$ cat src/rtl/fetch_unit_pkg.sv
// rtl/fetch_unit_pkg.sv - shared types, fetch state encoding and helpers for the IF stage
package fetch_unit_pkg;

  typedef logic [63:0] word_t;
  typedef logic [31:0] inst_t;

  localparam inst_t NOP_INST = 32'd0;

  typedef enum logic [1:0] {
    FETCH_BOOT = 2'd0,
    FETCH_RUN  = 2'd1,
    FETCH_HALT = 2'd2
  } fetch_state_e;

  // Instruction fetches are word aligned; the low two address bits are dropped.
  function automatic word_t align_word(input word_t addr);
    return {addr[63:2], 2'b00};
  endfunction

endpackage

$ cat src/rtl/fetch_unit_if.sv
// rtl/fetch_unit_if.sv - IF stage bundle: hazard/branch controls, inst_mem port, IF/ID outputs
interface fetch_unit_if;
  import fetch_unit_pkg::*;

  logic  stall_i;
  logic  branch_taken_i;
  word_t branch_target_i;
  inst_t inst_i;
  word_t pc_o;
  word_t ifid_pc_o;
  inst_t ifid_inst_o;
  logic  ifid_valid_o;
  logic  halted_o;
  logic  misalign_o;

  modport master (
    input  stall_i, branch_taken_i, branch_target_i, inst_i,
    output pc_o, ifid_pc_o, ifid_inst_o, ifid_valid_o, halted_o, misalign_o
  );

  modport slave (
    output stall_i, branch_taken_i, branch_target_i, inst_i,
    input  pc_o, ifid_pc_o, ifid_inst_o, ifid_valid_o, halted_o, misalign_o
  );

endinterface

$ cat src/rtl/fetch_unit_ifid_reg.sv
// rtl/fetch_unit_ifid_reg.sv - pipeline register with flush > hold > load > bubble priority
module fetch_unit_ifid_reg #(
  parameter int unsigned       PC_W   = 64,
  parameter int unsigned       INST_W = 32,
  parameter logic [INST_W-1:0] NOP    = '0
) (
  input  logic              clk,
  input  logic              rst_n,
  input  logic              flush_i,
  input  logic              stall_i,
  input  logic              load_i,
  input  logic [PC_W-1:0]   pc_i,
  input  logic [INST_W-1:0] inst_i,
  output logic [PC_W-1:0]   pc_o,
  output logic [INST_W-1:0] inst_o,
  output logic              valid_o
);

  logic [PC_W-1:0]   pc_q, pc_d;
  logic [INST_W-1:0] inst_q, inst_d;
  logic              valid_q, valid_d;

  // A flush keeps the PC field so downstream debug still sees where the bubble came from.
  always_comb begin
    pc_d    = pc_q;
    inst_d  = inst_q;
    valid_d = valid_q;
    if (flush_i) begin
      inst_d  = NOP;
      valid_d = 1'b0;
    end else if (!stall_i) begin
      if (load_i) begin
        pc_d    = pc_i;
        inst_d  = inst_i;
        valid_d = 1'b1;
      end else begin
        valid_d = 1'b0;
      end
    end
  end

  always_ff @(posedge clk or negedge rst_n) begin
    if (!rst_n) begin
      pc_q    <= '0;
      inst_q  <= NOP;
      valid_q <= 1'b0;
    end else begin
      pc_q    <= pc_d;
      inst_q  <= inst_d;
      valid_q <= valid_d;
    end
  end

  assign pc_o    = pc_q;
  assign inst_o  = inst_q;
  assign valid_o = valid_q;

endmodule

$ cat src/rtl/fetch_unit.sv
// rtl/fetch_unit.sv - LEGv8 IF stage: PC register, boot/run/halt control, IF/ID capture
module fetch_unit
  import fetch_unit_pkg::*;
#(
  parameter word_t       RESET_PC    = 64'd0,
  parameter int unsigned BOOT_CYCLES = 3,
  parameter int unsigned MEM_BYTES   = 4096
) (
  input  logic         clk,
  input  logic         rst_n,
  fetch_unit_if.master bus
);

  localparam int unsigned CNT_W = (BOOT_CYCLES > 1) ? $clog2(BOOT_CYCLES) : 1;
  localparam logic [CNT_W-1:0] BOOT_LAST =
    CNT_W'((BOOT_CYCLES == 0) ? 0 : BOOT_CYCLES - 1);
  localparam word_t MEM_END = word_t'(MEM_BYTES);

  fetch_state_e     state_q, state_d;
  word_t            pc_q, pc_d;
  logic [CNT_W-1:0] boot_cnt_q, boot_cnt_d;
  logic             halted_q, halted_d;
  logic             misalign_q, misalign_d;

  logic  ifid_flush;
  logic  ifid_stall;
  logic  ifid_load;
  logic  boot_done;
  word_t pc_inc;

  assign pc_inc    = pc_q + 64'd4;
  assign boot_done = (BOOT_CYCLES == 0) || (boot_cnt_q == BOOT_LAST);

  always_comb begin
    state_d    = state_q;
    pc_d       = pc_q;
    boot_cnt_d = boot_cnt_q;
    halted_d   = halted_q;
    misalign_d = misalign_q;
    ifid_flush = 1'b0;
    ifid_stall = 1'b1;
    ifid_load  = 1'b0;

    // A taken branch outranks any stall in both RUN and HALT.
    if (state_q != FETCH_BOOT && bus.branch_taken_i) begin
      pc_d       = align_word(bus.branch_target_i);
      ifid_flush = 1'b1;
      halted_d   = 1'b0;
      state_d    = FETCH_RUN;
      if (bus.branch_target_i[1:0] != 2'b00) begin
        misalign_d = 1'b1;
      end
    end else begin
      case (state_q)
        FETCH_BOOT: begin
          boot_cnt_d = boot_cnt_q + 1'b1;
          if (boot_done) begin
            state_d = FETCH_RUN;
          end
        end
        FETCH_RUN: begin
          if (!bus.stall_i) begin
            ifid_stall = 1'b0;
            ifid_load  = 1'b1;
            if (pc_inc == MEM_END) begin
              state_d  = FETCH_HALT;
              halted_d = 1'b1;
            end else begin
              pc_d = pc_inc;
            end
          end
        end
        FETCH_HALT: begin
          ifid_stall = bus.stall_i;
        end
        default: begin
          state_d = FETCH_BOOT;
        end
      endcase
    end
  end

  always_ff @(posedge clk or negedge rst_n) begin
    if (!rst_n) begin
      state_q    <= FETCH_BOOT;
      pc_q       <= RESET_PC;
      boot_cnt_q <= '0;
      halted_q   <= 1'b0;
      misalign_q <= 1'b0;
    end else begin
      state_q    <= state_d;
      pc_q       <= pc_d;
      boot_cnt_q <= boot_cnt_d;
      halted_q   <= halted_d;
      misalign_q <= misalign_d;
    end
  end

  fetch_unit_ifid_reg #(
    .PC_W  (64),
    .INST_W(32),
    .NOP   (NOP_INST)
  ) u_ifid (
    .clk    (clk),
    .rst_n  (rst_n),
    .flush_i(ifid_flush),
    .stall_i(ifid_stall),
    .load_i (ifid_load),
    .pc_i   (pc_q),
    .inst_i (bus.inst_i),
    .pc_o   (bus.ifid_pc_o),
    .inst_o (bus.ifid_inst_o),
    .valid_o(bus.ifid_valid_o)
  );

  assign bus.pc_o       = pc_q;
  assign bus.halted_o   = halted_q;
  assign bus.misalign_o = misalign_q;

endmodule

$ cat src/flat_wrapper.sv
// flat-port wrapper written by rule: the top's interface ports become plain ports
module fetch_unit_flat import fetch_unit_pkg::*;
#(
  parameter word_t       RESET_PC    = 64'd0,
  parameter int unsigned BOOT_CYCLES = 3,
  parameter int unsigned MEM_BYTES   = 4096
)
  (clk, rst_n, bus_stall_i, bus_branch_taken_i, bus_branch_target_i, bus_inst_i, bus_pc_o, bus_ifid_pc_o, bus_ifid_inst_o, bus_ifid_valid_o, bus_halted_o, bus_misalign_o);
  fetch_unit_if bus_i ();
  input  logic clk;
  input  logic rst_n;
  input wire logic [$bits(bus_i.stall_i)-1:0] bus_stall_i;
  input wire logic [$bits(bus_i.branch_taken_i)-1:0] bus_branch_taken_i;
  input wire logic [$bits(bus_i.branch_target_i)-1:0] bus_branch_target_i;
  input wire logic [$bits(bus_i.inst_i)-1:0] bus_inst_i;
  output wire logic [$bits(bus_i.pc_o)-1:0] bus_pc_o;
  output wire logic [$bits(bus_i.ifid_pc_o)-1:0] bus_ifid_pc_o;
  output wire logic [$bits(bus_i.ifid_inst_o)-1:0] bus_ifid_inst_o;
  output wire logic [$bits(bus_i.ifid_valid_o)-1:0] bus_ifid_valid_o;
  output wire logic [$bits(bus_i.halted_o)-1:0] bus_halted_o;
  output wire logic [$bits(bus_i.misalign_o)-1:0] bus_misalign_o;
  assign bus_i.stall_i = bus_stall_i;
  assign bus_i.branch_taken_i = bus_branch_taken_i;
  assign bus_i.branch_target_i = bus_branch_target_i;
  assign bus_i.inst_i = bus_inst_i;
  assign bus_pc_o = bus_i.pc_o;
  assign bus_ifid_pc_o = bus_i.ifid_pc_o;
  assign bus_ifid_inst_o = bus_i.ifid_inst_o;
  assign bus_ifid_valid_o = bus_i.ifid_valid_o;
  assign bus_halted_o = bus_i.halted_o;
  assign bus_misalign_o = bus_i.misalign_o;
  fetch_unit #(.RESET_PC(RESET_PC), .BOOT_CYCLES(BOOT_CYCLES), .MEM_BYTES(MEM_BYTES)) u_core (.clk(clk), .rst_n(rst_n), .bus(bus_i));
endmodule
$ cat config.mk
export PLATFORM = sky130hd
export DESIGN_NAME = fetch_unit_flat
export DESIGN_NICKNAME = d
export VERILOG_FILES = /design/src/rtl/fetch_unit_pkg.sv /design/src/rtl/fetch_unit_if.sv /design/src/rtl/fetch_unit_ifid_reg.sv /design/src/rtl/fetch_unit.sv /design/src/flat_wrapper.sv
export SDC_FILE = /design/constraint.sdc
export NUM_CORES = 1
export LEC_CHECK = 0
export BUFFER_PORTS_ARGS = -buffer_cell sky130_fd_sc_hd__buf_2
export CAP_MARGIN = 20
export CELL_PAD_IN_SITES_DETAIL_PLACEMENT = 1
export CELL_PAD_IN_SITES_GLOBAL_PLACEMENT = 1
export CORE_UTILIZATION = 30
export CTS_CLUSTER_DIAMETER = 60
export DETAILED_ROUTE_END_ITERATION = 10
export PLACE_DENSITY_LB_ADDON = 0.25
export SLEW_MARGIN = 40
export SYNTH_ARGS = -nofsm -noshare
export SYNTH_HDL_FRONTEND = slang
export SYNTH_SLANG_ARGS = --single-unit
$ cat constraint.sdc
create_clock -name clk -period 3.6 [get_ports clk]
set_input_delay 0.36 -clock clk [delete_from_list [all_inputs] [get_ports clk]]
set_output_delay 0.36 -clock clk [all_outputs]
set_load 0.02 [all_outputs]
==> results of run 1 <==
==> final cells by class <==
class	instances	area, µm²	area share
diodes	1	2.50	0.000190
clock buffers	21	480	0.0365
clock inverters	10	124	0.00940
inverters	18	67.6	0.00513
multi-input cells	797	5130	0.390
flip-flops and latches	163	4090	0.310
well taps	402	503	0.0382
repair buffers	445	2780	0.211
==> layer usage <==
metal | track usage | up-vias | share of wire
li1 | - | 4641 | -
met1 | 0.342 | 5021 | 0.47
met2 | 0.397 | 310 | 0.46
met3 | 0.0590 | 56 | 0.057
met4 | 0.0728 | 2 | 0.020
met5 | 0 | - | 0.00032
==> critical path, delay by kind of cell (launching register included) <==
kind	cells	cell delay, ps
AND/OR/NAND/NOR	8	2240
flip-flops	1	410
buffers and inverters	2	330
AO/OA/AOI/OAI	1	180
XOR/XNOR	1	210
==> final timing paths <==
path,startpoint,to,slack (ps)
worst min-delay path,bus_branch_target_i[59],u_core.bus.pc_o[59]$_DFFE_PN0P_,120
worst min register to register,u_core.boot_cnt_q[0]$_DFFE_PN0P_,u_core.boot_cnt_q[0]$_DFFE_PN0P_,480
min in group asynchronous,rst_n,u_core.u_ifid.pc_o[21]$_DFFE_PN0P_,470
max in group asynchronous,rst_n,u_core.u_ifid.inst_o[30]$_DFFE_PN0P_,2260
worst max-delay path,u_core.bus.pc_o[13]$_DFFE_PN0P_,u_core.bus.pc_o[20]$_DFFE_PN0P_,130
worst max register to register,u_core.bus.pc_o[13]$_DFFE_PN0P_,u_core.bus.pc_o[20]$_DFFE_PN0P_,130
==> where the power goes <==
part	internal [mW]	switching [mW]
Sequential	2.04	0.156
Clock	1.10	0.811
Combinational	0.568	0.918
==> cells by family (layout without fill, tap and decap cells) <==
kind of cell,count (synthesis),in the layout,synth area share
AOI/OAI and AO/OA,188,188,0.122
xor gates and xnor gates,45,45,0.0412
buffers and inverters,115,494,0.0541
adders and majority gates,6,6,0.00784
DFF,163,163,0.426
other,1,5,0.000392
and+or+nand+nor,493,493,0.278
muxes,61,61,0.0708
==> flip-flops by register name, indices dropped and copies added (netlist names) <==
name	count
u_core.u_ifid.valid_o	1
u_core.bus.misalign_o	1
u_core.bus.pc_o	62
u_core.u_ifid.inst_o	32
u_core.bus.halted_o	1
u_core.u_ifid.pc_o	62
u_core.boot_cnt_q	2
u_core.state_q	2
==> timing repair <==
action	in CTS	in global routing
hold buffers	1	0
setup endpoints to repair	42	45
pin swaps	2	5
cloned	0	0
gates resized for setup	4	30
hold endpoints to repair	33	0
setup buffers	1	10
==> cells in the mapped netlist, drive strengths merged, types with 6 or more instances <==
library cell / count / area [µm²]
dfrtp: 163 / 4080
nand2: 143 / 537
nor2: 76 / 285
clkbuf: 68 / 256
nand3: 55 / 288
mux2: 54 / 608
nand4: 52 / 344
o21ai: 50 / 250
a21oi: 42 / 214
a31oi: 40 / 250
nor3: 36 / 185
buf: 29 / 194
xnor2: 27 / 236
or4: 26 / 199
nor4: 24 / 205
o31ai: 20 / 150
and3: 19 / 129
inv: 18 / 67.6
xor2: 18 / 158
or3: 16 / 100
and4: 10 / 87.6
mux2i: 7 / 70.1
o41ai: 7 / 61.3
and2: 6 / 37.5
ha: 6 / 75.1
nand3b: 6 / 45.0
nor4b: 6 / 73.8
==> impl_metrics.env, run 1 <==
export IMPL_outcome="finished, final reports clean"
export IMPL_timing_critical_path_cells="nand4_2 > buf_4 > or4_4 > nor4_4 > nor4b_4 > xor2_2 > nor4_2 > and3_4 > and3_4 > buf_12 > or4_1 > a31oi_1"
export IMPL_final_min_period_over_clock_period=0.965
export IMPL_numPortBuffers=258
export IMPL_finalCoreUtilization=0.419
export IMPL_crit_required_ps=3980
export IMPL_fillers=3736
export IMPL_drt_first_iter_violations=489
export IMPL_setup_violations=0
export IMPL_synth_distinct_cells=68
export IMPL_share_of_flip_flops_with_an_asynchronous_set_or_reset_after_synthesis=1.00
export IMPL_global_route_usage_total=0.252
export IMPL_grt_max_degree=77
export IMPL_floorplan_initialDensity=0.304
export IMPL_post_dp_hpwl_um=31400
export IMPL_area_of_the_core_region_um2=31500
export IMPL_worst_slew_pin_transition_ps=727
export IMPL_slowest_delay_ps=520
export IMPL_grt_overflow_total=0
export IMPL_gp_routability_congestion=0.931
export IMPL_detail_route_wl_per_cell_um=21.7
export IMPL_antenna_left=0
export IMPL_die_height_um=181
export IMPL_totalNegativeSetupSlack_ps=0
export IMPL_cts_made_buffers=17
export IMPL_number_of_enable_flip_flop_cells_after_synthesis=0
export IMPL_hp_class="input pin to flop"
export IMPL_remaining_drc_errors=0
export IMPL_synthFlopType="sky130_fd_sc_hd__dfrtp_1"
export IMPL_antenna_violations_before_repair=2
export IMPL_finalNonFillerCells=1857
export IMPL_clock_latency_ps=450
export IMPL_preCtsSetupSlack_ps=-212
export IMPL_power_leakage_nw=5.83
export IMPL_routed_wire_length_um=40400
export IMPL_worst_setup_path_end_kind="flop"
export IMPL_drt_pre_antenna_iters=5
export IMPL_syn_mean_instance_area_um2=8.93
export IMPL_placed_instances=1814
export IMPL_worst_hold_path_num_cells=3
export IMPL_ctsHtreeMaxLevel=4
export IMPL_synth_seq_area_share=0.426
export IMPL_relSlewSlack=0.516
export IMPL_layout_nets=1548
export IMPL_cts_clk_slew_worst_paths_ps=70
export IMPL_worst_path_max_fanout=29
export IMPL_yosys_warnings=0
export IMPL_final_setup_skew_ps=20.1
export IMPL_finalPower_mw=5.59
export IMPL_cts_root_buf="sky130_fd_sc_hd__clkbuf_16"
export IMPL_cts_path_max_buffers=2
export IMPL_layout_drive_gt1_share=0.397
export IMPL_postSynthCellCount=1072
export IMPL_critical_path_arrival_ps=3850
export IMPL_clock_sinks=163
export IMPL_grt_pass1_vias=10400
export IMPL_most_frequent_cells_in_the_layout="257 x sky130_fd_sc_hd__buf_2, 178 x sky130_fd_sc_hd__buf_4, 157 x sky130_fd_sc_hd__dfrtp_1"
export IMPL_slew_violations=0
export IMPL_grt_pass1_wl_um=63100
export IMPL_die_area_um2=32600
export IMPL_timing_setup_critical_path_class="flop to flop"
export IMPL_tritoncts="done"
export IMPL_final_hold_worst_slack_ps=124
export IMPL_cp_slowest_cell="sky130_fd_sc_hd__or4_4"
export IMPL_detailed_place_area_um2=12300
export IMPL_critPathLaunchType="flop"
export IMPL_power_density_nw_per_um2=424
export IMPL_vias_per_cell=5.40
export IMPL_detailroute_via_count=10000
export IMPL_number_of_flip_flops_and_latches_in_the_synthesized_netlist=163
export IMPL_design_portCount=263
export IMPL_critical_path_most_common_cell="sky130_fd_sc_hd__and3_4"
export IMPL_synthToLayoutAreaGrowth_pct=37.7
export IMPL_maxClockFrequency_mhz=288
export IMPL_final_hold_violation_count=0
export IMPL_r2r_worst_path_cells=12
export IMPL_finalInstanceArea_um2=13200
export IMPL_placementRows=65
export IMPL_min_setup_slack_post_route_ps=127
export IMPL_final_period_minus_worst_setup_slack_ps=3470
export IMPL_vdd_drop_max_mv=0.218
export IMPL_synthesis_area_um2=9570
export IMPL_dieWidth_um=181
export IMPL_layout_cells_most_common="sky130_fd_sc_hd__buf_2"
export IMPL_grt_setup_unrepaired="true"
export IMPL_drv_max_cap_violation_count=0
No activity file was read; power rests on OpenSTA's default activity.
==> run 2: changes to the inputs <==
--- a/config.mk
+++ b/config.mk
@@ -12,7 +12,7 @@
 export CORE_UTILIZATION = 30
 export CTS_CLUSTER_DIAMETER = 60
 export DETAILED_ROUTE_END_ITERATION = 10
-export PLACE_DENSITY_LB_ADDON = 0.25
+export PLACE_DENSITY = 0.71
 export SLEW_MARGIN = 40
 export SYNTH_ARGS = -nofsm -noshare
 export SYNTH_HDL_FRONTEND = slang
==> impl_metrics.env, run 2 (same netlist as run 1, synthesis figures left out) <==
export IMPL_worst_setup_path_end_kind="flop"
export IMPL_global_route_usage_met2=0.405
export IMPL_drv_max_cap_violation_count=0
export IMPL_clock_sinks=163
export IMPL_totalNegativeSetupSlack_ps=0
export IMPL_min_setup_slack_post_route_ps=59.3
export IMPL_grt_overflow_total=0
export IMPL_maxClockFrequency_mhz=282
export IMPL_drt_pre_antenna_iters=5
export IMPL_setup_violations=0
export IMPL_area_of_the_core_region_um2=31500
export IMPL_p_clk_frac=0.343
export IMPL_most_frequent_cells_in_the_layout="257 x sky130_fd_sc_hd__buf_2, 177 x sky130_fd_sc_hd__buf_4, 155 x sky130_fd_sc_hd__dfrtp_1"
export IMPL_cts_path_max_buffers=2
export IMPL_drt_first_iter_violations=460
export IMPL_final_setup_skew_ps=14.1
export IMPL_layout_drive_gt1_share=0.396
export IMPL_die_area_um2=32600
export IMPL_worst_path_max_fanout=32
export IMPL_critPathLaunchType="flop"
export IMPL_p_int_mw=3.71
export IMPL_placed_instances=1809
export IMPL_relSlewSlack=0.514
export IMPL_grt_max_degree=85
export IMPL_design_portCount=263
export IMPL_timing_setup_critical_path_class="flop to flop"
export IMPL_slowest_delay_ps=490
export IMPL_grt_pass1_wl_um=62600
export IMPL_ctsHtreeMaxLevel=4
export IMPL_switching_part_of_the_total=0.336
export IMPL_dieWidth_um=181
export IMPL_detail_route_wl_per_cell_um=21.9
export IMPL_timing_critical_path_buf_inv=3
export IMPL_grt_setup_unrepaired="true"
export IMPL_preCtsSetupSlack_ps=-110
export IMPL_timing_critical_path_cells="nand4_2 > buf_4 > nor3_1 > buf_4 > nand2_1 > a2111o_1 > a211oi_1 > nand4_1 > nor4b_4 > and3_4 > buf_12 > or4_1 > a31oi_1"
export IMPL_met1_routing_resource_usage_after_global_routing=0.332
export IMPL_final_period_minus_worst_setup_slack_ps=3540
export IMPL_critical_path_most_common_cell="sky130_fd_sc_hd__buf_4"
export IMPL_final_hold_violation_count=0
export IMPL_p_comb_frac=0.262
export IMPL_global_route_peak_usage_layer="met2"
export IMPL_detailroute_via_count=10000
export IMPL_cts_root_buf="sky130_fd_sc_hd__clkbuf_16"
export IMPL_clock_latency_ps=450
export IMPL_cp_slowest_cell="sky130_fd_sc_hd__dfrtp_2"
export IMPL_numPortBuffers=258
export IMPL_antenna_left=0
export IMPL_global_route_usage_total=0.252
export IMPL_power_density_nw_per_um2=425
export IMPL_fillers=3729
export IMPL_finalNonFillerCells=1854
export IMPL_worst_slew_pin_transition_ps=729
export IMPL_path_delay_family="simple AND/OR/NAND/NOR gates"
export IMPL_finalPower_mw=5.59
export IMPL_vdd_drop_max_mv=0.303
export IMPL_finalCoreUtilization=0.418
export IMPL_slew_violations=0
export IMPL_synthToLayoutAreaGrowth_pct=37.3
export IMPL_antenna_violations_before_repair=3
export IMPL_remaining_drc_errors=0
export IMPL_outcome="finished, final reports clean"
export IMPL_die_height_um=181
export IMPL_gp_routability_congestion=0.980
export IMPL_layout_nets=1545
export IMPL_grt_pass1_vias=10500
export IMPL_crit_required_ps=3880
export IMPL_cts_clk_slew_worst_paths_ps=70
export IMPL_pwr_share_seq=0.395
export IMPL_post_dp_hpwl_um=31300
export IMPL_floorplan_initialDensity=0.304
export IMPL_hp_class="input pin to flop"
export IMPL_power_leakage_nw=5.81
export IMPL_layout_cells_most_common="sky130_fd_sc_hd__buf_2"
export IMPL_cts_made_buffers=17
export IMPL_routed_wire_length_um=40600
export IMPL_switching_power_mw=1.88
export IMPL_critical_path_arrival_ps=3820
export IMPL_tritoncts="done"
export IMPL_final_min_period_over_clock_period=0.984
export IMPL_placementRows=65
export IMPL_vias_per_cell=5.40
export IMPL_groute_layer_met3_usage=0.0570
==> run 2: cell types whose count changed in the layout (fill, tap and decap cells not counted), moves of 2 or more <==
cell / delta
sky130_fd_sc_hd__dfrtp_1: -2
sky130_fd_sc_hd__o21ai_0: +2
sky130_fd_sc_hd__nor3_2: +2
sky130_fd_sc_hd__clkbuf_8: -3
sky130_fd_sc_hd__nand2_4: -2
sky130_fd_sc_hd__o21ai_1: -2
sky130_fd_sc_hd__inv_6: -2
sky130_fd_sc_hd__dfrtp_2: +2
sky130_fd_sc_hd__nor4_2: -2
sky130_fd_sc_hd__clkinv_4: +2
sky130_fd_sc_hd__nor3_4: -2
==> run 2: final timing paths <==
path	start	end	slack, ps	cells past startpoint
setup / recovery	u_core.bus.pc_o[15]$_DFFE_PN0P_	u_core.bus.pc_o[39]$_DFFE_PN0P_	60	13
hold / removal	bus_branch_target_i[44]	u_core.bus.pc_o[44]$_DFFE_PN0P_	120	3
setup reg to reg	u_core.bus.pc_o[15]$_DFFE_PN0P_	u_core.bus.pc_o[39]$_DFFE_PN0P_	60	13
hold reg to reg	u_core.boot_cnt_q[0]$_DFFE_PN0P_	u_core.boot_cnt_q[0]$_DFFE_PN0P_	490	1
max in group asynchronous	rst_n	u_core.u_ifid.inst_o[4]$_DFFE_PN0P_	2260	3
min in group asynchronous	rst_n	u_core.u_ifid.inst_o[13]$_DFFE_PN0P_	490	2
==> run 2: worst register-to-register path, delay by kind of cell (launching register included) <==
kind,cells,cell delay (ps)
buffers and inverters,3,550
AOI/OAI and AO/OA,3,850
DFF,1,490
and+or+nand+nor,7,1490
==> run 2: layer usage <==
layer | vias to the layer above | routed length (µm) | share of wire
met5 | - | 35 | 0.00086
met4 | 6 | 862 | 0.021
met3 | 55 | 2590 | 0.064
met2 | 355 | 18900 | 0.47
met1 | 4976 | 18200 | 0.45
li1 | 4624 | - | -
==> run 2: timing repair <==
| item | in CTS | in global routing |
|---|---|---|
| endpoints found under the setup margin | 41 | 44 |
| hold buffers | 1 | 0 |
| resized for setup | 9 | 20 |
| endpoints found under the hold margin | 12 | 0 |
| pin swaps | 1 | 9 |
| buffers inserted | 2 | 10 |
==> run 2: layout make-up <==
type,count,area (µm²),share of cell area
sequential,163,4090,0.311
clock buffer,19,443,0.0337
multi-input combinational,797,5140,0.391
timing repair buffer,442,2740,0.209
antenna,1,2.50,0.000190
tap,402,503,0.0383
inverter,18,67.6,0.00514
clock inverter,12,159,0.0121
==> run 2: metrics by stage <==
stage | cell area, µm² | hold slack, ps
final | 13100 | 115
after global routing | 13100 | 112
after CTS | 13000 | 98.6
after detailed placement | 12300 | 465
after global placement | 12300 | 453
after floorplan | 9580 | 64.4
==> run 2: power by group through the flow <==
| stage | logic (mW) | clock network [mW] | registers, mW |
|---|---|---|---|
| floorplan | 0.535 | 0 | 2.46 |
| global placement | 1.42 | 0 | 2.22 |
| detailed placement | 1.44 | 0 | 2.24 |
| CTS | 1.45 | 1.96 | 2.21 |
| global route | 1.58 | 2.04 | 2.24 |
| finish | 1.47 | 1.92 | 2.21 |
